===== src/rtl/digit_scan_ctrl_if.sv =====
// ---------------------------------------------------------------------------
// digit_scan_ctrl_if
// Bus between a host and the digit scan controller.
//   wr_en / wr_addr / wr_data : shadow-bank write port (data[4] = dp, [3:0] = value)
//   commit                    : request shadow -> display copy at next frame boundary
//   showDigit / showNum       : registered scan outputs toward the seven-segment decoder
//   pending / frame_done      : commit status and frame boundary pulse
// master = host side, slave = controller side.
// ---------------------------------------------------------------------------
interface digit_scan_ctrl_if;
  logic       wr_en;
  logic [2:0] wr_addr;
  logic [4:0] wr_data;
  logic       commit;
  logic [3:0] showDigit;
  logic [5:0] showNum;
  logic       pending;
  logic       frame_done;

  modport master (
    output wr_en, wr_addr, wr_data, commit,
    input  showDigit, showNum, pending, frame_done
  );

  modport slave (
    input  wr_en, wr_addr, wr_data, commit,
    output showDigit, showNum, pending, frame_done
  );
endinterface


===== src/rtl/digit_scan_ctrl.sv =====
// ---------------------------------------------------------------------------
// digit_scan_ctrl
// Scan controller for a common-anode multi-digit seven-segment display.
// Each digit holds a 4-bit value plus a decimal point. Writes go to a shadow
// bank; a commit copies the whole shadow bank into the display bank at the
// next frame boundary so a frame never shows a mix of old and new data.
//
// Ports
//   clk        in   system clock, all logic on posedge
//   rst_n      in   synchronous active-low reset
//   bus        slave modport of digit_scan_ctrl_if:
//     wr_en, wr_addr, wr_data, commit  (in)
//     showDigit (1..DIGITS), showNum {dp,0,value}, pending, frame_done (out)
//
// Parameters
//   DIGITS    number of scanned digits, 1..8
//   PRESCALE  clk cycles per digit slot, >= 2
// ---------------------------------------------------------------------------
module digit_scan_ctrl #(
  parameter int DIGITS   = 8,
  parameter int PRESCALE = 50000
) (
  input  logic              clk,
  input  logic              rst_n,
  digit_scan_ctrl_if.slave  bus
);

  localparam int              CW        = (PRESCALE > 1) ? $clog2(PRESCALE) : 1;
  localparam logic [CW-1:0]   CNT_LAST  = CW'(PRESCALE - 1);
  localparam logic [2:0]      SLOT_LAST = 3'(DIGITS - 1);
  localparam logic [3:0]      DIG_N     = 4'(DIGITS);
  localparam int unsigned     NDIG      = DIGITS;

  logic [CW-1:0] cnt_q, cnt_d;
  logic [2:0]    slot_q, slot_d;
  logic [3:0]    sd_q, sd_d;
  logic [5:0]    sn_q, sn_d;
  logic          pend_q, pend_d;
  logic          fd_q, fd_d;
  logic [4:0]    shadow_q  [8];
  logic [4:0]    shadow_d  [8];
  logic [4:0]    display_q [8];
  logic [4:0]    display_d [8];

  logic          tick;
  logic          boundary;
  logic          copy;
  logic [4:0]    next_entry;

  always_comb begin
    tick     = (cnt_q == CNT_LAST);
    boundary = tick && (slot_q == SLOT_LAST);
    copy     = boundary && pend_q;

    cnt_d  = tick ? '0 : cnt_q + 1'b1;
    slot_d = slot_q;
    if (tick) begin
      slot_d = boundary ? '0 : slot_q + 3'd1;
    end

    // Copy reads the pre-write shadow, so a write on the boundary cycle
    // lands in the shadow bank only and shows up one commit later.
    display_d = display_q;
    if (copy) begin
      for (int unsigned i = 0; i < NDIG; i++) begin
        display_d[3'(i)] = shadow_q[3'(i)];
      end
    end

    shadow_d = shadow_q;
    if (bus.wr_en && ({1'b0, bus.wr_addr} < DIG_N)) begin
      shadow_d[bus.wr_addr] = bus.wr_data;
    end

    // A commit on the boundary cycle survives into the next frame.
    pend_d = bus.commit || (pend_q && !boundary);
    fd_d   = boundary;

    // Outputs load from display_d so slot 0 of a committing boundary
    // already shows the freshly copied data.
    next_entry = display_d[slot_d];
    sd_d       = sd_q;
    sn_d       = sn_q;
    if (tick) begin
      sd_d = {1'b0, slot_d} + 4'd1;
      sn_d = {next_entry[4], 1'b0, next_entry[3:0]};
    end
  end

  always_ff @(posedge clk) begin
    if (!rst_n) begin
      cnt_q     <= '0;
      slot_q    <= '0;
      sd_q      <= 4'd1;
      sn_q      <= '0;
      pend_q    <= 1'b0;
      fd_q      <= 1'b0;
      shadow_q  <= '{default: '0};
      display_q <= '{default: '0};
    end else begin
      cnt_q     <= cnt_d;
      slot_q    <= slot_d;
      sd_q      <= sd_d;
      sn_q      <= sn_d;
      pend_q    <= pend_d;
      fd_q      <= fd_d;
      shadow_q  <= shadow_d;
      display_q <= display_d;
    end
  end

  assign bus.showDigit  = sd_q;
  assign bus.showNum    = sn_q;
  assign bus.pending    = pend_q;
  assign bus.frame_done = fd_q;

endmodule


===== src/flat_wrapper.sv =====
// flat-port wrapper written by rule: the top's interface ports become plain ports
module digit_scan_ctrl_flat 
#(
  parameter int DIGITS   = 8,
  parameter int PRESCALE = 50000
)
  (clk, rst_n, bus_wr_en, bus_wr_addr, bus_wr_data, bus_commit, bus_showDigit, bus_showNum, bus_pending, bus_frame_done);
  digit_scan_ctrl_if bus_i ();
  input  logic clk;
  input  logic rst_n;
  input wire logic [$bits(bus_i.wr_en)-1:0] bus_wr_en;
  input wire logic [$bits(bus_i.wr_addr)-1:0] bus_wr_addr;
  input wire logic [$bits(bus_i.wr_data)-1:0] bus_wr_data;
  input wire logic [$bits(bus_i.commit)-1:0] bus_commit;
  output wire logic [$bits(bus_i.showDigit)-1:0] bus_showDigit;
  output wire logic [$bits(bus_i.showNum)-1:0] bus_showNum;
  output wire logic [$bits(bus_i.pending)-1:0] bus_pending;
  output wire logic [$bits(bus_i.frame_done)-1:0] bus_frame_done;
  assign bus_i.wr_en = bus_wr_en;
  assign bus_i.wr_addr = bus_wr_addr;
  assign bus_i.wr_data = bus_wr_data;
  assign bus_i.commit = bus_commit;
  assign bus_showDigit = bus_i.showDigit;
  assign bus_showNum = bus_i.showNum;
  assign bus_pending = bus_i.pending;
  assign bus_frame_done = bus_i.frame_done;
  digit_scan_ctrl #(.DIGITS(DIGITS), .PRESCALE(PRESCALE)) u_core (.clk(clk), .rst_n(rst_n), .bus(bus_i));
endmodule

===== config.mk =====
export PLATFORM = sky130hd
export DESIGN_NAME = digit_scan_ctrl_flat
export DESIGN_NICKNAME = d
export VERILOG_FILES = /design/src/rtl/digit_scan_ctrl_if.sv /design/src/rtl/digit_scan_ctrl.sv /design/src/flat_wrapper.sv
export SDC_FILE = /design/constraint.sdc
export NUM_CORES = 1
export LEC_CHECK = 0
export ABC_AREA = 1
export CORE_ASPECT_RATIO = 0.5
export CORE_MARGIN = 2
export CORE_UTILIZATION = 50
export CTS_BUF_LIST = sky130_fd_sc_hd__clkbuf_2 sky130_fd_sc_hd__clkbuf_4 sky130_fd_sc_hd__clkbuf_8
export CTS_CLUSTER_DIAMETER = 150
export CTS_CLUSTER_SIZE = 25
export DETAILED_ROUTE_END_ITERATION = 6
export PLACE_DENSITY = 0.66
export SYNTH_ARGS = -nofsm -noshare
export SYNTH_HDL_FRONTEND = slang
export SYNTH_SLANG_ARGS = --single-unit

===== constraint.sdc =====
create_clock -name clk -period 3.2 [get_ports clk]
set_input_delay 0.32 -clock clk [delete_from_list [all_inputs] [get_ports clk]]
set_output_delay 0.32 -clock clk [all_outputs]
set_load 0.02 [all_outputs]

==> qor.csv, run 1 <==
stage,metric,value,unit
place,pre-CTS WS,0.2382,ns
run,max-cap violations,0,
timing,Setup Viol. Count Final,0,
pwr,Pwr Total,2363,uW
setup_path,CP Class,reg -> reg,
setup_path,critical path's slowest cell,nor2_2,
floorplan,Starting Density,0.5109,
grt,initial antenna violation count,0,
setup_path,Top delay family on crit path,simple AND/OR/NAND/NOR gates,
worst_hold_path,worst hold path type,reg -> reg,
drt,drt total wl,11.26,mm
synthesis,"count leader, synth",nor2_1,
synthesis,"top cells by count, synth","nor2_1 (170), nand2_1 (145), dfxtp_1 (110)",
clocking,hold_buf cts,0,
setup_path,crit-path max cell delay,0.53,ns
synthesis,Synth Register Bits,110,
synthesis,Post-synth EDFFs,0,
setup_path,worst path bufs/invs,2,
timing,fin crit period,2.489,ns
synthesis,largest cells by area after synthesis,"dfxtp_1 (46%), nor2_1 (13%), nand2_1 (11%)",
grt,grt total ovfl,0,
grt,largest net degree at the start of global routing,48,
layout,count of nets after finishing,710,
pwr,P_sw,555.1,uW
synthesis,Synth area leader,dfxtp_1,
synthesis,yosys warns,0,
layout,antenna fix cells,0,
setup_path,CP cell instances,"ha_1, nand2_1, nor2_1, nand3_1, nor2_2, buf_4, nor2_2, clkinv_1, a21oi_1, o21a_1",
pwr,Clk network pwr share,0.364,
clocking,clk slew on worst S/H paths,0.10,ns
setup_path,Critical Path AT,2.81,ns
clocking,post-cts resize count,0,
drt,drc violations,0,
synthesis,synth unique cells,33,
floorplan,io pins,24,
floorplan,die width,142.5,um
grt,first-pass GRT wire length,18.75,mm
layout,share of cells above drive strength 1,0.08714,
grt,gr usage total,0.2358,
floorplan,full die area,0.01044,sq mm
timing,final slew viol count,0,
clocking,clk root buf,clkbuf_8,
clocking,CTS tree,built,
place,RePlAce Congestion,0.8455,
drt,Avg WL per Cell,13.71,um
timing,f_max,401.7,MHz
floorplan,Cell Rows,25,
pwr,Power Density,448.0,mW/mm^2
timing,skew final,0.008399,ns
synthesis,ys async rst share,0,
setup_path,Worst Path Max Fanout,23,
place,port bufs,22,
pwr,Net Sw Frac,0.2349,
timing,RSZ-0062 raised after global routing,no,
clocking,CTS max path bufs,2,
layout,synthesis-to-finish area growth,10.02,%
floorplan,core area,0.009384,sq mm
drt,Final ANT Viol Nets,0,
synthesis,Gate Count Post-Synth,686,
synthesis,syn_area_per_cell,6.989,sq um
place,DP HPWL,8.079,mm
timing,Tcrit/Tclk final,0.7779,
layout,post-layout util,0.5621,
clocking,H-tree depth,3,
synthesis,main flop type after synthesis,dfxtp_1,
synthesis,sequential share of the synthesized area,0.4593,
timing,worst setup margin,0.7108,ns
timing,Least-Margin Pin Slew,0.6661,ns
setup_path,"most used cell, CP",nor2_2,
pwr,internal power,1808,uW
clocking,TritonCTS buffer count,9,
timing,Final Hold Fails,0,
synthesis,syn nets,701,
floorplan,Die H,73.25,um
setup_path,CP endpoint kind,flip-flop,
pwr,sequential power share,0.594,
timing,post-route setup TNS,0,ns
setup_path,Worst Setup Start Kind,flip-flop,
drt,drt pass-1 iters,5,
timing,Slew Limit Headroom,0.5555,
place,placed instance area,0.005065,sq mm
synthesis,synthesized area,0.004795,sq mm
grt,vias in the first global route,3727,
drt,detailed router's first-iteration violation count,345,
drt,via count,4172,
clocking,clk sinks,110,
layout,Finished Cell Area,0.005275,sq mm
clocking,clk_lat worst skew,0.38,ns
status,status,"complete, no violations",
pwr,Gate power share,0.042,
pwr,Leak Pwr,0.002328,uW
pwr,Peak supply drop,190.9,uV
synthesis,Synth top area share,0.4593,
clocking,postcts setup bufs,0,
drt,Vias/cell,5.082,
setup_path,Worst EP required,3.52,ns
-- power groups by stage --
stage	registers (uW)	logic, uW	clock network (uW)
after floorplan	1430	61.4	0
after global placement	1430	97.4	0
after detailed placement	1440	98.6	0
after CTS	1400	98.9	884
after global routing	1410	112	951
final	1400	99.3	860
-- registers in the layout, summed over array words and instances, names as in the netlist --
| signal | count |
|---|---|
| u_core.display_q | 40 |
| u_core.shadow_q | 40 |
| u_core.bus.pending | 1 |
| u_core.bus.showNum | 5 |
| u_core.cnt_q | 16 |
| u_core.bus.showDigit | 4 |
| u_core.slot_q | 3 |
| u_core.bus.frame_done | 1 |
-- tightest hold or removal path: stages, from the launching register on --
cell and delay, ns:
dfxtp_1 0.32, nand2_1 0.06, nand2_1 0.04
-- cell families (layout without fill, tap and decap cells) --
| group | Yosys count | after routing | synth area share |
|---|---|---|---|
| AND/OR/NAND/NOR | 380 | 380 | 0.3361 |
| AO/OA/AOI/OAI | 102 | 102 | 0.1167 |
| other | 1 | 1 | 0.0007821 |
| adder cells (fa/ha/maj) | 3 | 3 | 0.007830 |
| buffers and inverters | 89 | 103 | 0.07750 |
| flip-flops | 110 | 110 | 0.4593 |
| XOR/XNOR | 1 | 1 | 0.001827 |
-- placed cells by master (no fill, tap or decap), types with 5 or more instances in the layout --
cell type        instances
a21oi_1                 33
buf_4                    7
clkbuf_8                10
clkdlybuf4s50_1         22
dfxtp_1                110
inv_1                   50
inv_2                    7
nand2_1                145
nand2_2                  5
nand3_1                 12
nand4_1                 27
nor2_1                 169
nor2_2                   6
o21ai_0                 47
o21ai_1                  9
o21ai_2                 11
-- final timing paths --
path / cells after the start / endpoint / start / slack [ns]
hold / removal: 2 / u_core.bus.showNum[2] / u_core.bus.showNum[2] / 0.46
setup / recovery: 10 / u_core.cnt_q[7] / u_core.cnt_q[0] / 0.71
setup reg to reg: 10 / u_core.cnt_q[7] / u_core.cnt_q[0] / 0.71
hold reg to reg: 2 / u_core.bus.showNum[2] / u_core.bus.showNum[2] / 0.46
-- cell type report --
class                           instances  area (sq um)
Clock buffer                           10         137.6
Fill cell                             929          4109
Timing Repair Buffer                   29         272.8
Multi-Input combinational cell        487          2223
Sequential cell                       110          2202
Tap cell                              121         151.4
Inverter                               58         217.7
Clock inverter                          6         70.07
-- metal layers --
layer | vias up | GRT usage | wire [um]
li1 | 2190 | - | -
met1 | 1857 | 0.3332 | 5601
met2 | 110 | 0.3632 | 4809
met3 | 15 | 0.05118 | 674
met4 | 0 | 0.07371 | 172
met5 | - | 0 | 0
-- metrics by stage --
stage	hold slack, ns	cells
global placement	0.4289	805
floorplan	0.4175	686
CTS	0.4605	821
finish	0.4576	821
detailed placement	0.4411	805
global route	0.4760	821
(Power assumes the default switching activity.)
==> run 2: changes to the inputs <==
==> constraint.sdc (replaced) <==
create_clock -name clk -period 2.37 [get_ports clk]
set_input_delay 0.237 -clock clk [delete_from_list [all_inputs] [get_ports clk]]
set_output_delay 0.237 -clock clk [all_outputs]
set_load 0.02 [all_outputs]
==> run 2 against run 1 <==
Compared with the run above:
- core utilization decreased by 0.067 points
- clock power rose by 22%
- worst setup slack lost 0.50 ns
- global-route usage is essentially flat
- largest cell class unchanged
- sequential share of layout area hardly changed
- critical path type unchanged
- clock skew up 0.0013 ns
- via count grew 1.3%
- sequential cell count unchanged
- wire length rose by 3.7%
- count of clock-buffer cells in the layout decreased by 1
==> qor.csv, run 2 (synthesized netlist as in run 1, its figures left out) <==
stage,metric,value,unit,change
floorplan,io pins,24,,unchanged
timing,Final Hold Fails,0,,unchanged
layout,count of nets after finishing,711,,was 710
clocking,clk sinks,110,,unchanged
floorplan,Starting Density,0.5109,,unchanged
drt,detailed router's first-iteration violation count,299,,was 345
setup_path,r2r setup slk,0.21,ns,was 0.71 ns
timing,Fin Hold WS,0.4582,ns,was 0.4576 ns
grt,initial antenna violation count,0,,unchanged
drt,Final ANT Viol Nets,0,,unchanged
timing,f_max,463.2,MHz,was 401.7 MHz
layout,storage element area,0.002202,sq mm,unchanged
clocking,clk slew on worst S/H paths,0.10,ns,about the same
clocking,hold_buf cts,0,,unchanged
layout,area taken by multi-input logic gates,0.002223,sq mm,unchanged
pwr,Leak Pwr,0.002337,uW,was 0.002328 uW
drt,drc violations,0,,unchanged
setup_path,CP Class,reg -> reg,,unchanged
timing,Tcrit/Tclk final,0.9109,,was 0.7779
pwr,Pwr Total,3091,uW,was 2363 uW
floorplan,Cell Rows,25,,unchanged
layout,synthesis-to-finish area growth,9.890,%,was 10.02%
setup_path,CP endpoint kind,flip-flop,,unchanged
floorplan,die width,142.5,um,unchanged
worst_hold_path,hold path cells,2,,unchanged
clocking,TritonCTS buffer count,9,,unchanged
layout,antenna fix cells,0,,unchanged
setup_path,critical path's slowest cell,nor2_2,,unchanged
setup_path,Worst Path Max Fanout,15,,was 23
setup_path,crit-path max cell delay,0.51,ns,was 0.53 ns
place,DP HPWL,8.073,mm,was 8.079 mm
drt,via count,4228,,was 4172
layout,share of cells above drive strength 1,0.08987,,was 0.08714
layout,"commonest non-fill, non-tap cell in the layout",nor2_1,,unchanged
drt,Vias/cell,5.144,,was 5.082
setup_path,CP cell instances,"ha_1, nand2_1, nor2_1, nand3_1, nor2_2, nor2_2, clkinvlp_4, a21oi_1, o21a_1",,"was ha_1, nand2_1, nor2_1, nand3_1, nor2_2, buf_4, nor2_2, clkinv_1, a21oi_1, o21a_1"
setup_path,Worst Setup Start Kind,flip-flop,,unchanged
grt,grt total ovfl,0,,unchanged
grt,vias in the first global route,3744,,was 3727
setup_path,"most used cell, CP",nor2_2,,unchanged
setup_path,Worst Reg2Reg Path Length in Cells,9,,was 10
clocking,clk root buf,clkbuf_8,,unchanged
timing,final slew viol count,0,,unchanged
drt,drt pass-1 iters,5,,unchanged
grt,first-pass GRT wire length,18.73,mm,was 18.75 mm
grt,gr usage total,0.2360,,was 0.2358
place,port bufs,22,,unchanged
pwr,Power Density,586.6,mW/mm^2,was 448.0 mW/mm^2
clocking,clk_lat worst skew,0.38,ns,about the same
timing,fin crit period,2.159,ns,was 2.489 ns
drt,drt total wl,11.67,mm,was 11.26 mm
timing,Setup Viol. Count Final,0,,unchanged
clocking,H-tree depth,3,,unchanged
layout,"commonest non-fill, non-tap cells in the layout","nor2_1 (169), nand2_1 (145), dfxtp_1 (110)",,unchanged
timing,post-route setup TNS,0,ns,unchanged
grt,largest net degree at the start of global routing,48,,unchanged
layout,biggest regs,"u_core.display_q (40), u_core.shadow_q (40), u_core.cnt_q (16)",,unchanged
worst_hold_path,worst hold path type,reg -> reg,,unchanged
timing,Least-Margin Pin Slew,0.6671,ns,was 0.6661 ns
setup_path,Critical Path Stages,9,,was 10
floorplan,full die area,0.01044,sq mm,unchanged
setup_path,Worst EP required,2.70,ns,was 3.52 ns
floorplan,Die H,73.25,um,unchanged
place,RePlAce Congestion,0.9128,,was 0.8455
run,max-cap violations,0,,unchanged
timing,skew final,0.009662,ns,was 0.008399 ns
timing,RSZ-0062 raised after global routing,yes,,was no
clocking,CTS tree,built,,unchanged
floorplan,core area,0.009384,sq mm,unchanged
setup_path,Top delay family on crit path,simple AND/OR/NAND/NOR gates,,unchanged
setup_path,worst path bufs/invs,1,,was 2
setup_path,Critical Path AT,2.49,ns,was 2.81 ns
pwr,Peak supply drop,324.5,uV,was 190.9 uV
drt,Avg WL per Cell,14.20,um,was 13.71 um
timing,Slew Limit Headroom,0.5548,,was 0.5555
layout,Fill cells,929,,unchanged
status,status,"complete, no violations",,unchanged
clocking,CTS max path bufs,2,,unchanged
## run 2: what timing repair did
item | CTS | global route
resized for setup | 1 | 1
setup endpoints to repair | 10 | 3
setup buffers | 0 | 0
## run 2: power by group
part | switching [uW] | internal [uW]
Sequential | 23.8 | 1880
Clock | 660 | 394
Combinational | 94.0 | 42.6
## run 2: per-stage QoR
step	cells	worst slack (ns)	utilization	instance area, sq um
finish	822	0.2111	0.5615	5269
detailed placement	806	-0.3232	0.5419	5085
CTS	822	0.1308	0.5611	5265
floorplan	686	0.5334	-	4795
global placement	806	-0.1764	0.5419	5085
global route	822	-0.03920	0.5615	5269
## run 2: worst paths after layout
kind	start	endpoint
hold reg to reg	u_core.bus.showNum[0]	u_core.bus.showNum[0]
setup / recovery	u_core.cnt_q[0]	u_core.cnt_q[7]
hold / removal	u_core.bus.showNum[0]	u_core.bus.showNum[0]
setup reg to reg	u_core.cnt_q[0]	u_core.cnt_q[7]
## run 2: cell type report
type,count,area share
Tap cell,121,0.02873
Clock inverter,7,0.01021
Inverter,58,0.04203
Multi-Input combinational cell,487,0.4220
Sequential cell,110,0.4180
Timing Repair Buffer,30,0.05557
Clock buffer,9,0.02351
## run 2: metal layers
metal	track usage	up-vias	share of wire
met4	0.06931	0	0.019
met2	0.3584	93	0.42
met1	0.3362	1921	0.50
met3	0.05643	17	0.062
li1	-	2197	-
met5	0	-	0
## run 2: tightest hold or removal path, cell delays in order (launching register included)
cell and delay, ns:
dfxtp_1 0.33, nand2_1 0.06, nand2_1 0.04
